<file path="src/rtl/trigger_window_capture_pkg.sv">
// -----------------------------------------------------------------------------
// trigger_window_capture_pkg
// Shared definitions for the trigger window capture block: default sizing
// constants and the capture FSM state encoding.
// -----------------------------------------------------------------------------
package trigger_window_capture_pkg;

  localparam int DEF_DATA_WIDTH   = 16;
  localparam int DEF_DEPTH        = 64;
  localparam int DEF_PRE_SAMPLES  = 16;
  localparam int DEF_POST_SAMPLES = 32;

  typedef enum logic [1:0] {
    FILL    = 2'd0,
    ARMED   = 2'd1,
    POST    = 2'd2,
    READOUT = 2'd3
  } state_e;

endpackage

</file>
<file path="src/rtl/trigger_window_capture_ring_ram.sv">
// -----------------------------------------------------------------------------
// daq_ring_ram
// Simple dual-port sample buffer: one write port, one read port with a
// registered (1-cycle) read, written so that it maps onto block RAM.
// Contents are not reset.
//
// Ports:
//   clk        rising-edge clock
//   wr_en_i    write strobe
//   wr_addr_i  write address
//   wr_data_i  write data
//   rd_addr_i  read address, data appears on rd_data_o one cycle later
//   rd_data_o  registered read data
// -----------------------------------------------------------------------------
module daq_ring_ram
  import trigger_window_capture_pkg::*;
#(
  parameter int DATA_WIDTH = DEF_DATA_WIDTH,
  parameter int DEPTH      = DEF_DEPTH
) (
  input  logic                     clk,
  input  logic                     wr_en_i,
  input  logic [$clog2(DEPTH)-1:0] wr_addr_i,
  input  logic [DATA_WIDTH-1:0]    wr_data_i,
  input  logic [$clog2(DEPTH)-1:0] rd_addr_i,
  output logic [DATA_WIDTH-1:0]    rd_data_o
);

  logic [DATA_WIDTH-1:0] mem [DEPTH];
  logic [DATA_WIDTH-1:0] rd_data_q;

  always_ff @(posedge clk) begin
    if (wr_en_i) begin
      mem[wr_addr_i] <= wr_data_i;
    end
  end

  always_ff @(posedge clk) begin
    rd_data_q <= mem[rd_addr_i];
  end

  assign rd_data_o = rd_data_q;

endmodule

</file>
<file path="src/rtl/trigger_window_capture.sv">
// -----------------------------------------------------------------------------
// trigger_window_capture
// Keeps a running ring buffer of detector samples. Once PRE_SAMPLES samples
// have been collected it arms; a trigger then captures POST_SAMPLES more
// samples (the trigger-cycle sample is the first of them) and the whole
// PRE+POST window is streamed out on a valid/ready interface, oldest first.
//
// Ports:
//   clk        rising-edge clock
//   aresetn    asynchronous active-low reset
//   trigger_i  single-cycle trigger pulse
//   s_data_i   incoming sample, qualified by s_valid_i (no backpressure)
//   m_data_o   readout word, qualified by m_valid_o, accepted by m_ready_i
//   m_last_o   final word of the window
//   busy_o     high unless armed and waiting for a trigger
//   dropped_o  saturating count of triggers that were not accepted
// -----------------------------------------------------------------------------
module trigger_window_capture
  import trigger_window_capture_pkg::*;
#(
  parameter int DATA_WIDTH   = DEF_DATA_WIDTH,
  parameter int DEPTH        = DEF_DEPTH,
  parameter int PRE_SAMPLES  = DEF_PRE_SAMPLES,
  parameter int POST_SAMPLES = DEF_POST_SAMPLES
) (
  input  logic                  clk,
  input  logic                  aresetn,
  input  logic                  trigger_i,
  input  logic [DATA_WIDTH-1:0] s_data_i,
  input  logic                  s_valid_i,
  output logic [DATA_WIDTH-1:0] m_data_o,
  output logic                  m_valid_o,
  input  logic                  m_ready_i,
  output logic                  m_last_o,
  output logic                  busy_o,
  output logic [15:0]           dropped_o
);

  localparam int AW    = $clog2(DEPTH);
  localparam int CW    = AW + 1;
  localparam int TOTAL = PRE_SAMPLES + POST_SAMPLES;

  localparam logic [AW-1:0] PRE_OFS   = AW'(PRE_SAMPLES);
  localparam logic [CW-1:0] PRE_CNT   = CW'(PRE_SAMPLES);
  localparam logic [CW-1:0] POST_CNT  = CW'(POST_SAMPLES);
  localparam logic [CW-1:0] TOTAL_CNT = CW'(TOTAL);
  localparam logic [CW-1:0] LAST_IDX  = CW'(TOTAL - 1);

  state_e                state_q,    state_d;
  logic [AW-1:0]         wr_ptr_q,   wr_ptr_d;
  logic [AW-1:0]         trig_ptr_q, trig_ptr_d;
  logic [AW-1:0]         rd_ptr_q,   rd_ptr_d;
  logic [CW-1:0]         fill_cnt_q, fill_cnt_d;
  logic [CW-1:0]         post_cnt_q, post_cnt_d;
  logic [CW-1:0]         ld_cnt_q,   ld_cnt_d;
  logic [DATA_WIDTH-1:0] m_data_q,   m_data_d;
  logic                  m_valid_q,  m_valid_d;
  logic                  m_last_q,   m_last_d;
  logic [15:0]           dropped_q,  dropped_d;

  logic                  ram_wr_en;
  logic [DATA_WIDTH-1:0] ram_rd_data;
  logic                  drop;
  logic                  load;

  daq_ring_ram #(
    .DATA_WIDTH (DATA_WIDTH),
    .DEPTH      (DEPTH)
  ) u_ring_ram (
    .clk       (clk),
    .wr_en_i   (ram_wr_en),
    .wr_addr_i (wr_ptr_q),
    .wr_data_i (s_data_i),
    .rd_addr_i (rd_ptr_d),
    .rd_data_o (ram_rd_data)
  );

  always_comb begin
    state_d    = state_q;
    wr_ptr_d   = wr_ptr_q;
    trig_ptr_d = trig_ptr_q;
    rd_ptr_d   = rd_ptr_q;
    fill_cnt_d = fill_cnt_q;
    post_cnt_d = post_cnt_q;
    ld_cnt_d   = ld_cnt_q;
    m_data_d   = m_data_q;
    m_valid_d  = m_valid_q;
    m_last_d   = m_last_q;
    dropped_d  = dropped_q;
    drop       = 1'b0;
    load       = 1'b0;

    // The buffer is frozen while the window is being read out.
    ram_wr_en = s_valid_i && (state_q != READOUT);
    if (ram_wr_en) begin
      wr_ptr_d = wr_ptr_q + AW'(1);
    end

    unique case (state_q)
      FILL: begin
        drop = trigger_i;
        if (s_valid_i) begin
          fill_cnt_d = fill_cnt_q + CW'(1);
          if (fill_cnt_d == PRE_CNT) begin
            state_d = ARMED;
          end
        end
      end

      ARMED: begin
        if (trigger_i) begin
          trig_ptr_d = wr_ptr_q;
          // A sample arriving with the trigger is post-sample 0.
          post_cnt_d = {{(CW-1){1'b0}}, s_valid_i};
          state_d    = (post_cnt_d == POST_CNT) ? READOUT : POST;
        end
      end

      POST: begin
        drop = trigger_i;
        if (s_valid_i) begin
          post_cnt_d = post_cnt_q + CW'(1);
          if (post_cnt_d == POST_CNT) begin
            state_d = READOUT;
          end
        end
      end

      READOUT: begin
        drop = trigger_i;
        // Refill the output register whenever it is empty or being drained.
        // The RAM read port always addresses the word the next load will
        // take, so a stall simply keeps re-reading the same address.
        load = (ld_cnt_q != TOTAL_CNT) && (!m_valid_q || m_ready_i);
        if (load) begin
          m_data_d  = ram_rd_data;
          m_valid_d = 1'b1;
          m_last_d  = (ld_cnt_q == LAST_IDX);
          ld_cnt_d  = ld_cnt_q + CW'(1);
          rd_ptr_d  = rd_ptr_q + AW'(1);
        end else if (m_valid_q && m_ready_i) begin
          m_valid_d = 1'b0;
          m_last_d  = 1'b0;
        end
        if (m_valid_q && m_ready_i && m_last_q) begin
          state_d    = FILL;
          fill_cnt_d = '0;
          post_cnt_d = '0;
        end
      end

      default: state_d = FILL;
    endcase

    // Outside readout, keep the read address parked on the window start so
    // the first word is already in the RAM output register on entry.
    if (state_q != READOUT) begin
      rd_ptr_d = trig_ptr_d - PRE_OFS;
      ld_cnt_d = '0;
    end

    if (drop && (dropped_q != 16'hFFFF)) begin
      dropped_d = dropped_q + 16'd1;
    end
  end

  always_ff @(posedge clk or negedge aresetn) begin
    if (!aresetn) begin
      state_q    <= FILL;
      wr_ptr_q   <= '0;
      trig_ptr_q <= '0;
      rd_ptr_q   <= '0;
      fill_cnt_q <= '0;
      post_cnt_q <= '0;
      ld_cnt_q   <= '0;
      m_data_q   <= '0;
      m_valid_q  <= 1'b0;
      m_last_q   <= 1'b0;
      dropped_q  <= '0;
    end else begin
      state_q    <= state_d;
      wr_ptr_q   <= wr_ptr_d;
      trig_ptr_q <= trig_ptr_d;
      rd_ptr_q   <= rd_ptr_d;
      fill_cnt_q <= fill_cnt_d;
      post_cnt_q <= post_cnt_d;
      ld_cnt_q   <= ld_cnt_d;
      m_data_q   <= m_data_d;
      m_valid_q  <= m_valid_d;
      m_last_q   <= m_last_d;
      dropped_q  <= dropped_d;
    end
  end

  assign m_data_o  = m_data_q;
  assign m_valid_o = m_valid_q;
  assign m_last_o  = m_last_q;
  assign busy_o    = (state_q != ARMED);
  assign dropped_o = dropped_q;

endmodule

</file>
<file path="config.mk">
export PLATFORM = sky130hd
export DESIGN_NAME = trigger_window_capture
export DESIGN_NICKNAME = d
export VERILOG_FILES = /design/src/rtl/trigger_window_capture_pkg.sv /design/src/rtl/trigger_window_capture_ring_ram.sv /design/src/rtl/trigger_window_capture.sv
export SDC_FILE = /design/constraint.sdc
export NUM_CORES = 1
export LEC_CHECK = 0
export ABC_CLOCK_PERIOD_IN_PS = 3300
export CORE_MARGIN = 2
export CORE_UTILIZATION = 44
export DETAILED_ROUTE_END_ITERATION = 12
export PLACE_DENSITY = 0.62
export SETUP_SLACK_MARGIN = 0.4
export SYNTH_ARGS = -nofsm -noshare
export SYNTH_HDL_FRONTEND = slang
export SYNTH_SLANG_ARGS = --single-unit
</file>
<file path="constraint.sdc">
create_clock -name clk -period 3.3 [get_ports clk]
set_input_delay 0.825 -clock clk [delete_from_list [all_inputs] [get_ports clk]]
set_output_delay 0.825 -clock clk [all_outputs]
set_load 0.03 [all_outputs]
</file>
=== After elaboration in Yosys (flattened, before gate mapping) ===
Memory sizes are Yosys's and may differ from the RTL's. A register that Yosys moved wholly into a read port is not among the register bits.
Cells that the tools add are included.

* Register bits after elaboration: 75
* RAM bits: 1024
* Bits of input ports: 21
* Output and inout port bits: 35
* Logic and storage cells: 82
* Memories kept: 1

{| class="wikitable"
|+ Memories
! name !! words !! width !! rd ports !! clocked after memory_dff !! write ports !! line !! text
|-
| u_ring_ram.mem || 64 || 16 || 1 || 1 || 1 || trigger_window_capture_ring_ram.sv:29 || <nowiki>logic [DATA_WIDTH-1:0] mem [DEPTH];</nowiki>
|}

* Add/sub/neg operators: 7
* Eq/ne operators: 16
* Multiplexer cells: 27
* Reduce and logical (&&, ||, !) cells: 20

{| class="wikitable"
|+ Operators with widths
! operator !! number
|-
| $mux W7 || 7
|-
| $mux W6 || 5
|-
| $add A7 B1 Y7 const B || 3
|-
| $pmux W7 S3 || 1
|-
| $add A16 B1 Y16 const B || 1
|-
| $ne A16 B16 Y1 const B || 1
|-
| $eq A7 B6 Y1 const B || 2
|-
| $ne A2 B2 Y1 const B || 7
|-
| $pmux W7 S2 || 1
|-
| $add A6 B1 Y6 const B || 2
|-
| $mux W2 || 6
|-
| $pmux W2 S4 || 1
|-
| $reduce_bool A2 Y1 || 4
|-
| $eq A7 B5 Y1 const B || 1
|-
| $ne A7 B6 Y1 const B || 1
|-
| $mux W1 || 6
|-
| $reduce_and A2 Y1 || 3
|-
| $reduce_and A6 Y1 || 1
|-
| $sub A6 B5 Y6 const B || 1
|-
| $logic_and A1 B1 Y1 || 5
|-
| $eq A2 B2 Y1 const B || 2
|-
| $reduce_and A4 Y1 || 1
|-
| $reduce_and A3 Y1 || 1
|-
| $reduce_bool A3 Y1 || 1
|-
| 6 further kinds || 6
|}

=== Longest topological paths before layout ===
* Depth after elaboration: 6
* Gate-level depth with buffers: 16
* Gate-level depth less buffers: 12

=== By module ===
Synthesis repeated with hierarchy kept, for this count alone.

* Cells, all modules: 2159
* Area, all modules: 43743.2 µm²

{| class="wikitable"
|+ Modules (own cells, without submodules)
! module !! instances !! cells an instance !! area an instance (µm²) !! sequential area each (µm²)
|-
| daq_ring_ram || 1 || 1829 || 40042.2 || 31069.8
|-
| trigger_window_capture || 1 || 330 || 3701.0 || 1876.8
|}

=== Worst setup path before layout ===
Ideal clock, no wire load.

* Path kind: flip-flop to flip-flop
* From: register state_q[0]
* To: memory u_ring_ram.mem[40][0] (netlist name), enable pin
* Setup time: 0.409 ns
* Data arrival time: 2.716 ns
* Data required time: 2.891 ns
* Slack: 0.174 ns
* Cell stages (with the launch flop): 8
* Path buffers: 1
* Clock period less this slack: 3.126 ns
* Path through: dfrtp_1 > ha_1 > inv_2 > clkbuf_1 > nand2_1 > nor2_1 > nand2_1 > nor3_1

* Cells in the longest elaborated chain, start to end: 4

{| class="wikitable"
|+ RTL lines
! element !! line !! text
|-
| from (decl) || trigger_window_capture.sv:49 || <nowiki>state_e state_q, state_d;</nowiki>
|-
| from (signal assigned) || trigger_window_capture.sv:181 || <nowiki>state_q <= state_d;</nowiki>
|-
| $ne A2 B2 Y1 || trigger_window_capture.sv:94 || <nowiki>ram_wr_en = s_valid_i && (state_q != READOUT);</nowiki>
|-
| $logic_and A1 B1 Y1 || trigger_window_capture.sv:94 ||
|-
| $mux W1 || trigger_window_capture_ring_ram.sv:33 || <nowiki>if (wr_en_i) begin</nowiki>
|-
| $mux W1 (not written as such) || trigger_window_capture_ring_ram.sv:34 || <nowiki>mem[wr_addr_i] <= wr_data_i;</nowiki>
|-
| to (decl) || trigger_window_capture_ring_ram.sv:29 ||
|}

Every way passes these cells.

=== Worst setup path after layout ===
* From: register ld_cnt_q[1]
* To: register u_ring_ram.rd_data_q[14] (netlist: u_ring_ram.rd_data_o[14]), read port of u_ring_ram.mem

* Cells in the longest elaborated chain, start to end: 5

{| class="wikitable"
|+ RTL lines
! element !! line !! text
|-
| from (decl) || trigger_window_capture.sv:55 || <nowiki>logic [CW-1:0] ld_cnt_q, ld_cnt_d;</nowiki>
|-
| from (signal assigned) || trigger_window_capture.sv:187 || <nowiki>ld_cnt_q <= ld_cnt_d;</nowiki>
|-
| $ne A7 B6 Y1 || trigger_window_capture.sv:134 || <nowiki>load = (ld_cnt_q != TOTAL_CNT) && (!m_valid_q || m_ready_i);</nowiki>
|-
| $logic_and A1 B1 Y1 || trigger_window_capture.sv:134 ||
|-
| $mux W6 || trigger_window_capture.sv:135 || <nowiki>if (load) begin</nowiki>
|-
| $mux W6 || trigger_window_capture.sv:99 || <nowiki>unique case (state_q)</nowiki>
|-
| $mux W6 || trigger_window_capture.sv:157 || <nowiki>if (state_q != READOUT) begin</nowiki>
|-
| to (decl) || trigger_window_capture_ring_ram.sv:30 || <nowiki>logic [DATA_WIDTH-1:0] rd_data_q;</nowiki>
|}

Every way passes these cells.
A chain may end at the register's enable or synchronous reset.

==> metrics <==
Reg clk slew, reported paths=60 ps; # setup viols final=3; number of synthesized flops with an enable pin=1024; crit path max-delay cell type=nor4_2; register area=32950 um2; final wirelength=129.2 mm; FF+latch count, synth=1115; root buffer cell=clkbuf_16; max-slew violations=0; worst hold slack=319.7 ps; CTS max path bufs=3; syn_area_per_cell=14.75 um2; first-pass GRT wire length=187.2 mm; crit path time final=3333 ps; setup slack after placement=-1185 ps; vias in the first global route=27833; largest net degree at the start of global routing=76; DRT iter0 DRCs=3396; total number of vias=28182; Rel. slew slack=0.2733; fin crit share=1.010; final worst slack=-33.19 ps; CP arrival=3970 ps; CORE AREA=99860 um2; Final Hold Vio Count=0; vias per inst=5.864; antenna violation net count after detailed routing=0; worst-path fanout max=8; Skew-Pair Late Insertion Delay=720 ps; WP data required=3940 ps; grt total ovfl=0; setup TNS=-39.22 ps; share of layout cells above drive strength 1=0.2481; die width=321.0 um; fill count=7778; RSZ-0062 raised after global routing=true; synth warn=0; initial cell density of the core=0.4429; Worst IR Drop VDD=0.7833 mV; Wirelength per Cell=26.89 um; Worst-Margin Slew=1090 ps; worst path cell trace=inv_2 > ha_4 > nor4bb_4 > buf_12 > buf_6 > a21oi_4 > o211ai_4 > buf_12 > buf_16 > buf_6 > buf_16 > nand2_1 > nand4_1 > nand4_1 > nor4_2 > a41oi_2 > nor3_1; MaxCap Viol Count=0; Syn Inst Count=2998; Chip Height=321.0 um; RePlAce Congestion=0.9261; Max Clock Freq=300.0 MHz; Area Overhead vs Synth=24.09%; drt first pass iters=6; end-of-flow core utilization=0.5495; power density over cell area=1082 nW/um2; site row count=116; Main synth FF type=edfxtp_1; total global-route track usage=0.2494; placed wire-length estimate=79.63 mm; drc violations=0; CTS hold repair buffers=0; # IOs=56; clock sinks=1115; Post-Syn Area=44220 um2; CTS Buf Count=114; multi-input logic area=11420 um2; Min-Delay Path Class=in2async; outcome=finished, violations left; clock skew=51.84 ps; Synth Net Count=3033; Pleak=19.15 nW; die area=103100 um2; nets@finish=3445; critical path endpoint category=flip-flop; async set-or-reset flop fraction in the synthesized netlist=0.06726; failing checks=negative setup slack; CP peak stage delay=420 ps; sequential share of the synthesized area=0.7450; port bufs=55; kind of critical path=reg2reg; CTS tree=done; initial antenna violation count=10; Worst setup SP type=flip-flop; H-tree Lvls=3; Synth cell types=69
-- cell usage after synthesis, types with 11 or more instances --
cell type / count / area (um2)
clkbuf_1: 55 / 206.5
mux4_2: 61 / 1374
a32oi_1: 12 / 105.1
nand3_1: 86 / 430.4
dfrtp_1: 75 / 1877
mux2_2: 20 / 225.2
a311oi_1: 19 / 166.4
a211oi_1: 13 / 97.59
nor2_1: 279 / 1047
nor4_1: 14 / 87.58
nand2_1: 525 / 1971
a41o_1: 11 / 110.1
inv_1: 12 / 45.04
xnor2_1: 21 / 183.9
and3_1: 29 / 181.4
o221ai_1: 18 / 157.7
a21oi_1: 98 / 490.5
o21ai_0: 60 / 300.3
edfxtp_1: 1024 / 30750
nand4_1: 94 / 588.1
mux2i_1: 98 / 980.9
buf_2: 83 / 415.4
a22o_1: 15 / 131.4
buf_1: 26 / 97.59
ha_1: 14 / 175.2
a31oi_1: 30 / 187.7
dfxtp_1: 16 / 320.3
and2_1: 16 / 100.1
a221oi_1: 28 / 245.2
o22ai_1: 17 / 106.4
-- stage by stage --
step	cell area [um2]	std cells	power [mW]
2_1_floorplan	44250	2998	29.81
3_3_place_gp	48900	4531	40.72
3_5_place_dp	48900	4531	40.96
4_1_cts	54550	4799	58.46
5_1_grt	54870	4806	61.61
6_report	54870	4806	59.38
-- kinds of logic (layout without fill, tap and decap cells) --
family,after synthesis,count (layout),share of synthesized area
flip-flops,1115,1115,0.7450
AND/OR/NAND/NOR,1093,1093,0.1081
AO/OA/AOI/OAI,378,378,0.05914
buffers and inverters,189,698,0.01935
multiplexers,179,179,0.05834
XOR/XNOR,30,30,0.006112
adder cells (fa/ha/maj),14,14,0.003961
other,0,1,0
-- final cells by class --
| cell class | count | share of cell area |
|---|---|---|
| Tap cell | 1298 | 0.02960 |
| Sequential cell | 1115 | 0.6004 |
| Clock buffer | 138 | 0.05495 |
| Multi-Input combinational cell | 1694 | 0.2082 |
| Timing Repair Buffer | 468 | 0.09146 |
| Clock inverter | 75 | 0.01354 |
| Inverter | 16 | 0.001619 |
| Timing Repair inverter | 1 | 0.0001596 |
| Antenna cell | 1 | 0.00004560 |
-- state kept, by name, summed over array words and instances (netlist names), 6 cells and up --
signal and count:
dropped_o 16, fill_cnt_q 7, ld_cnt_q 7, m_data_o 16
post_cnt_q 7, rd_ptr_q 6, trig_ptr_q 6, u_ring_ram.mem 1024
u_ring_ram.rd_data_o 16, wr_ptr_q 6
-- report_power, final --
part / switching (mW) / leakage [nW] / total [mW] / internal (mW)
Combinational: 17.1 / 7.01 / 29.7 / 12.6
Sequential: 0.522 / 10.3 / 16.8 / 16.3
Clock: 5.45 / 1.85 / 12.9 / 7.45
Total: 23.0 / 19.2 / 59.4 / 36.3
-- metal layers --
layer | share of wire | vias up | global-route usage
li1 | - | 12235 | -
met1 | 0.41 | 14355 | 0.3380
met2 | 0.47 | 1361 | 0.4026
met3 | 0.087 | 225 | 0.04968
met4 | 0.034 | 6 | 0.08837
met5 | 0.00020 | - | 0
-- worst max-delay path: cells and delay by family, from the launching register on --
family,cells,cell delay [ps]
buffers and inverters,7,960
AO/OA/AOI/OAI,3,460
AND/OR/NAND/NOR,6,1290
adder cells (fa/ha/maj),1,150
flip-flops,1,390
-- layout by cell type, fill, tap and decap left out, types with 13 or more instances in the layout --
| cell | count |
|---|---|
| nand2_2 | 31 |
| buf_2 | 15 |
| buf_6 | 33 |
| edfxtp_1 | 1024 |
| a21oi_2 | 14 |
| and3_1 | 29 |
| mux2i_1 | 97 |
| nand2_1 | 494 |
| buf_4 | 291 |
| clkbuf_1 | 19 |
| buf_16 | 17 |
| buf_12 | 61 |
| mux2_2 | 20 |
| nand3_1 | 73 |
| a221oi_1 | 27 |
| o21ai_0 | 47 |
| clkbuf_16 | 116 |
| clkdlybuf4s50_1 | 35 |
| nor2_2 | 17 |
| a31oi_1 | 24 |
| nor2_1 | 260 |
| dfrtp_1 | 74 |
| a22o_1 | 13 |
| xnor2_1 | 21 |
| mux4_2 | 61 |
| nand4_1 | 94 |
| a21oi_1 | 82 |
| clkinv_1 | 20 |
| clkinv_2 | 31 |
| a311oi_1 | 15 |
| dfxtp_1 | 16 |
-- what timing repair did --
action	CTS	global route
pin swaps	70	25
setup endpoints to repair	49	105
gates cloned	15	0
resized for setup	225	68
setup buffers	40	6
-- path summary, 6_finish.rpt --
| check | depth (start not counted) | slack (ps) | end | start |
|---|---|---|---|---|
| worst max-delay path | 17 | -30 | u_ring_ram.rd_data_o[14] | ld_cnt_q[1] |
| worst min-delay path | 1 | 320 | ld_cnt_q[2] | aresetn |
| worst max register to register | 17 | -30 | u_ring_ram.rd_data_o[14] | ld_cnt_q[1] |
| worst min register to register | 1 | 470 | m_data_o[10] | u_ring_ram.rd_data_o[10] |
| max in group asynchronous | 1 | 2230 | state_q[0] | aresetn |
| min in group clk | 1 | 470 | m_data_o[10] | u_ring_ram.rd_data_o[10] |
No activity file was read; power rests on OpenSTA's default activity.
